## src/rtl/nbit_acc.sv

```systemverilog
// nbit_acc: N-operand block accumulator built around one nbitfa adder.
// Optional saturating mode: define NBITACC_SAT_EN.

module nbitfa #(
    parameter int P = 6
) (
    input  logic [P-1:0] a,
    input  logic [P-1:0] b,
    input  logic         cin,
    output logic [P-1:0] s,
    output logic         cout
);
    logic [P:0] t;

    assign t    = {1'b0, a} + {1'b0, b} + (P+1)'(cin);
    assign s    = t[P-1:0];
    assign cout = t[P];
endmodule

module nbit_acc #(
    parameter int P = 6,
    parameter int N = 4
) (
    input  logic         clk,
    input  logic         rst,
    input  logic         in_valid,
    output logic         in_ready,
    input  logic [P-1:0] din,
    input  logic         cin,
    output logic         out_valid,
    input  logic         out_ready,
    output logic [P-1:0] sum_out,
    output logic         cout_out
);
    localparam int CW = (N > 1) ? $clog2(N) : 1;

    typedef enum logic [1:0] {
        IDLE,
        ACCUM,
        HOLD
    } state_t;

    state_t        state, state_n;
    logic [P-1:0]  acc, acc_n, acc_src, s, add_v;
    logic          ovf, ovf_n, c, take;
    logic [CW-1:0] cnt, cnt_n;

    assign in_ready = (state != HOLD);
    assign take     = in_valid && in_ready;
    // A fresh block starts from zero rather than the stale result
    assign acc_src  = (state == IDLE) ? '0 : acc;

    nbitfa #(.P(P)) u_fa (
        .a   (acc_src),
        .b   (din),
        .cin (cin),
        .s   (s),
        .cout(c)
    );

`ifdef NBITACC_SAT_EN
    assign add_v = (c || (state == ACCUM && ovf)) ? '1 : s;
`else
    assign add_v = s;
`endif

    always_comb begin
        state_n = state;
        acc_n   = acc;
        ovf_n   = ovf;
        cnt_n   = cnt;
        unique case (state)
            IDLE: begin
                if (take) begin
                    acc_n = add_v;
                    ovf_n = c;
                    if (N == 1) begin
                        state_n = HOLD;
                        cnt_n   = '0;
                    end else begin
                        state_n = ACCUM;
                        cnt_n   = CW'(1);
                    end
                end
            end
            ACCUM: begin
                if (take) begin
                    acc_n = add_v;
                    ovf_n = ovf | c;
                    if (cnt == CW'(N-1)) begin
                        state_n = HOLD;
                        cnt_n   = '0;
                    end else begin
                        cnt_n = cnt + CW'(1);
                    end
                end
            end
            HOLD: begin
                if (out_ready) begin
                    state_n = IDLE;
                    ovf_n   = 1'b0;
                    cnt_n   = '0;
                end
            end
            default: state_n = IDLE;
        endcase
    end

    always_ff @(posedge clk or posedge rst) begin
        if (rst) begin
            state <= IDLE;
            acc   <= '0;
            ovf   <= 1'b0;
            cnt   <= '0;
        end else begin
            state <= state_n;
            acc   <= acc_n;
            ovf   <= ovf_n;
            cnt   <= cnt_n;
        end
    end

    assign out_valid = (state == HOLD);
    assign sum_out   = acc;
    assign cout_out  = ovf;
endmodule

```

## config.mk

```make
export PLATFORM = sky130hd
export DESIGN_NAME = nbit_acc
export DESIGN_NICKNAME = d
export VERILOG_FILES = /design/src/rtl/nbit_acc.sv
export SDC_FILE = /design/constraint.sdc
export NUM_CORES = 1
export LEC_CHECK = 0
export ABC_AREA = 1
export BUFFER_PORTS_ARGS = -buffer_cell sky130_fd_sc_hd__buf_2
export CAP_MARGIN = 20
export CORE_MARGIN = 5
export CORE_UTILIZATION = 53
export DETAILED_ROUTE_END_ITERATION = 8
export PLACE_DENSITY_LB_ADDON = 0.1
export SYNTH_ARGS = -nofsm -noshare
export SYNTH_HDL_FRONTEND = slang
export SYNTH_HIERARCHICAL = 1
export SYNTH_SLANG_ARGS = --single-unit
```

## constraint.sdc

```tcl
create_clock -name clk -period 2.75 [get_ports clk]
set_input_delay 0.4125 -clock clk [delete_from_list [all_inputs] [get_ports clk]]
set_output_delay 0.4125 -clock clk [all_outputs]
set_load 0.02 [all_outputs]
```

**After elaboration in Yosys (flattened, before gate mapping)**

Index checks and enable logic that the tools add are counted.
Widths: inputs -> output; s select.

- $add $sub $neg: 3
- Eq/ne operators: 8
- Multiplexer cells: 13
- Bitwise logic cells: 1
- Reduce and logical (&&, ||, !) cells: 7

Operators by type and width:

| cell | count |
|---|---|
| $mux 2 | 6 |
| $pmux 2 s3 | 2 |
| $ne 2x2->1 const B | 4 |
| $reduce_and 4->1 | 2 |
| $add 6x6->7 | 1 |
| $add 7x1->7 | 1 |
| $mux 6 | 1 |
| $eq 2x2->1 const B | 2 |
| $mux 1 | 3 |
| $pmux 1 s3 | 1 |
| $reduce_bool 3->1 | 1 |
| $add 2x1->2 const B | 1 |
| $eq 2x1->1 const B | 1 |
| $logic_not 2->1 | 1 |
| $ne 2x1->1 const B | 1 |
| $reduce_and 2->1 | 1 |
| $reduce_or 2->1 | 1 |
| $logic_and 1x1->1 | 1 |
| $or 1x1->1 | 1 |

- Bits in registers: 11
- Input bits: 11
- Output and inout bits: 9
- Word-level logic and storage cells: 36

**Depth between registers and ports, before layout**

- Depth in word-level cells: 7
- Depth in mapped cells: 16
- Depth with buffers taken out: 15

**Modules after synthesis**

Netlist, hierarchy kept.

Modules (own cells, without submodules):

| module | times used | cells each | area each (um^2) | seq. area each (um^2) |
|---|---|---|---|---|
| nbit_acc | 1 | 92 | 743.2 | 275.3 |
| nbitfa | 1 | 36 | 242.7 | 0.0 |

**Worst setup path before layout**

No wires, ideal clock.

- Path kind: reg-to-reg
- From: register state[0]
- To: register ovf (netlist: cout_out)
- Setup time: 0.065 ns
- Arrival time: 2.235 ns
- Required time: 2.685 ns
- Slack: 0.450 ns
- Cell stages (with the launch flop): 17
- Buffers on the path: 1
- Clock period less this slack: 2.300 ns
- Path through: dfrtp_1 inv_1 ha_1 buf_6 nor2_1 fa_1 inv_1 fa_1 nand3b_1 nand2_1 nand3_1 nand2_1 inv_1 nand2_1 nand2_1 nand3b_1 nand2_1

- Word-level cells in the longest chain between the ends: 7
- Elaborated cells on any way between the ends: 17
- Those cells by class: add/sub: 2; eq/ne: 6; mux: 4; bitwise: 1; reduce/logical: 4

RTL lines:

| item | line | text |
|---|---|---|
| from (decl) | 43 | `state_t state, state_n;` |
| from (signal assigned) | 116 | `state <= state_n;` |
| $logic_not 2->1 * | 51 | `assign acc_src = (state == IDLE) ? '0 : acc;` |
| $mux 6 * | 51 |  |
| via acc_src[0] | 44 | `logic [P-1:0] acc, acc_n, acc_src, s, add_v;` |
| $add 6x6->7 * | 15 | `assign t = {1'b0, a} + {1'b0, b} + (P+1)'(cin);` |
| $add 7x1->7 * | 15 |  |
| via c | 45 | `logic ovf, ovf_n, c, take;` |
| $or 1x1->1 | 89 | `ovf_n = ovf \| c;` |
| $mux 1 | 87 | `if (take) begin` |
| $pmux 1 s3 * | 72 | `unique case (state)` |
| to (signal assigned) | 118 | `ovf <= ovf_n;` |
| to (decl) | 45 |  |

The timed path passes the listed nets; every way through them passes the cells marked *. The select of a mux whose other input is x is not followed.
A chain may end at the register's enable or synchronous reset.

**Worst setup path in the final report**

Same ends and word-level chain as after synthesis.

==> results by group <==
Clock tree
  – CTS clk-pin slew, worst paths: 0.09 ns
  – Post_cts resized: 0
  – Inserted Clock Buffers: 3
  – Post-CTS Setup Inserts: 0
  – CTS max path bufs: 2
  – Clk sink count: 11
  – CTS tree: done
  – Skew-Pair Late Insertion Delay: 0.27 ns
  – H-tree depth: 1
  – Hold-fix buffers, CTS: 0
  – Root buffer cell: clkbuf_4

Floorplan
  – Die area: 2820 µm²
  – Die height: 53.1 µm
  – Die Span X: 53.1 µm
  – I/O Pins: 20
  – # rows: 15
  – Core Region: 1750 µm²
  – Initial Util: between 50% and 60%

Setup path
  – Crit path DAT: 2.63 ns
  – Setup CP Type: reg -> reg
  – Crit. Startpoint: state[0]
  – WP buf/inv: 3
  – Reg-to-reg endpoint: cout_out
  – Critical path depth: 15
  – Worst r2r src: state[0]
  – Setup crit start kind: flip-flop
  – Worst reg2reg path depth: 15
  – Reg-to-reg slack, setup: about 0.34 ns
  – CP cell instances: inv_1 -> ha_1 -> nor2_1 -> fa_1 -> inv_1 -> fa_1 -> nand3b_1 -> nand2_1 -> nand3_1 -> nand2_1 -> inv_1 -> nand2_1 -> nand2_1 -> nand3b_1 -> nand2_1
  – Worst path slowest cell: dfrtp_1
  – Critical path fanouts, max: 4
  – Crit-path max cell delay: 0.40 ns
  – Crit path max-delay family: simple AND/OR/NAND/NOR gates
  – Worst Setup End Kind: flip-flop
  – CP required: between 2 and 3 ns
  – Crit-path most repeated cell: nand2_1

Final layout
  – Final Cell Area: 1120 µm²
  – Utilization after layout: 64.2%
  – Antenna Cells: 0
  – Fraction of layout cells with a size suffix above 1: 26.7%
  – Nets: 176
  – Finished Layout Cells: 175
  – Area growth, synth to finish: 13.7%

Global route
  – GRT overflow: 0
  – First-pass GRT wire length: between 3 and 4 mm
  – Largest net degree at the start of global routing: 13
  – Total track usage: 17.0%
  – Vias in the first global route: 833
  – Initial antenna violation count: 0

Timing
  – Tcrit/Tclk final: between 80 and 90%
  – Unrepaired setup endpoints after global routing: false
  – F_max: 414 MHz
  – Fin. Hold Viols: 0
  – Slew Limit Headroom: between 60% and 70%
  – Final Max Slew Viols: 0
  – Sum Neg Setup Slack: 0 ns
  – Final setup viols: 0
  – Clock skew: 0.00664 ns
  – Min Tclk post-route: about 2.4 ns
  – Worst slew pin tran: 0.458 ns

Route
  – TritonRoute pass-1 iters: 4
  – Routed wire per std cell: 11.1 µm
  – DR iter-0 viols: 13
  – Via-to-Cell Ratio: 4.58
  – Post-route ant nets: 0
  – WL final: 1.95 mm
  – DRC viols: 0
  – Via count: 801

Synthesis
  – FF+latch count, synth: 11
  – Mapped Area: 986 µm²
  – Avg Inst Size Synth: 7.70 µm²
  – Sequential share of the synthesized area: 27.9%
  – Syn_nets: 153
  – Yosys cell types: 22
  – Yosys warning count: 6
  – Post-Synthesis Cells: 128

Flow run
  – Max-cap violations: 0

Status
  – Status: complete, no violations

Place
  – Placer Congestion: 0.822
  – Post-DP HPWL: 1.61 mm
  – Placed insts: between 150 and 200
  – Port buffer count: 19
  – Placed inst area: between 1000 and 1500 µm²

Worst hold path
  – Hold crit path type: in -> async

Power and ir drop
  – Peak VDD IR: ~580 µV
  – Pwr dens: 1300 nW/µm²
  – Tot Pwr: 1.45 mW
  – Leak: 0.641 nW
==> sequential cells by signal, summed over array words and instances (netlist names) <==
name / count
state: 2
cout_out: 1
sum_out: 6
cnt: 2
==> layout make-up <==
cell class / instances / area (µm²)
clock buffer: 3 / 22.5
inverter: 24 / 90.1
clock inverter: 1 / 5.00
multi-input combinational: 91 / 594
fill: 166 / 624
timing repair buffer: 20 / 103
tap: 25 / 31.3
sequential: 11 / 275
==> how the worst max path moves through the flow <==
stage | to
finish | cout_out
detailed placement | cout_out
floorplan | cout_out
CTS | cout_out
global placement | cout_out
global route | cout_out
==> layout by cell type, fill, tap and decap left out, types with 2 or more instances in the layout <==
cell type  count
a21oi_1        6
a21oi_2        4
buf_2         19
clkbuf_4       3
dfrtp_1       11
fa_1           2
ha_1          12
inv_1         22
nand2_1       33
nand2_2        3
nand3_1        6
nand3b_1       2
nor2_1        12
nor2_2         4
xnor2_1        2
==> Yosys cell counts <==
master / count / area share (%)
a21oi_1: 6 / 3.0
a21oi_2: 4 / 3.6
buf_6: 1 / 1.1
buf_8: 1 / 1.5
clkinv_1: 1 / 0.38
dfrtp_1: 11 / 28
fa_1: 2 / 4.1
ha_1: 12 / 15
inv_1: 22 / 8.4
inv_2: 1 / 0.38
nand2_1: 33 / 13
nand2_2: 3 / 1.9
nand3_1: 6 / 3.0
nand3_2: 1 / 1.0
nand3_4: 1 / 1.8
nand3b_1: 2 / 1.5
nor2_1: 12 / 4.6
nor2_2: 4 / 2.5
nor2_4: 1 / 1.1
o21ai_4: 1 / 1.7
xnor2_1: 2 / 1.8
xor2_1: 1 / 0.89
==> layer usage <==
layer  share of wire, %  up-vias  GRT usage [%]
met5                  0        -              0
met4                  0        0           4.68
met3                4.0        0           3.38
met2                 47       15           29.1
met1                 49      355           21.3
li1                   -      431              -
==> logic make-up after synthesis <==
family                     share of synthesized area (%)
and+or+nand+nor                                     30.1
buffers and inverters                               11.8
adders and majority gates                           19.3
AOI/OAI and AO/OA                                   8.25
DFF                                                 27.9
xor gates and xnor gates                            2.67
==> power by group <==
part	total, mW	switching [mW]	internal [mW]	leakage (nW)
Clock	0.119	0.0651	0.0538	0.0177
Sequential	0.280	0.0428	0.237	0.129
Combinational	1.06	0.660	0.396	0.494
Total	1.45	0.767	0.687	0.641
==> through the flow <==
| step | setup slack [ns] | hold slack (ns) |
|---|---|---|
| after floorplan | 0.450 | 0.265 |
| after global placement | 0.483 | 0.423 |
| after detailed placement | 0.352 | 0.436 |
| after CTS | 0.325 | 0.140 |
| after global routing | 0.102 | 0.149 |
| final | 0.336 | 0.121 |
Note: power is estimated with default switching activity, not from simulation.
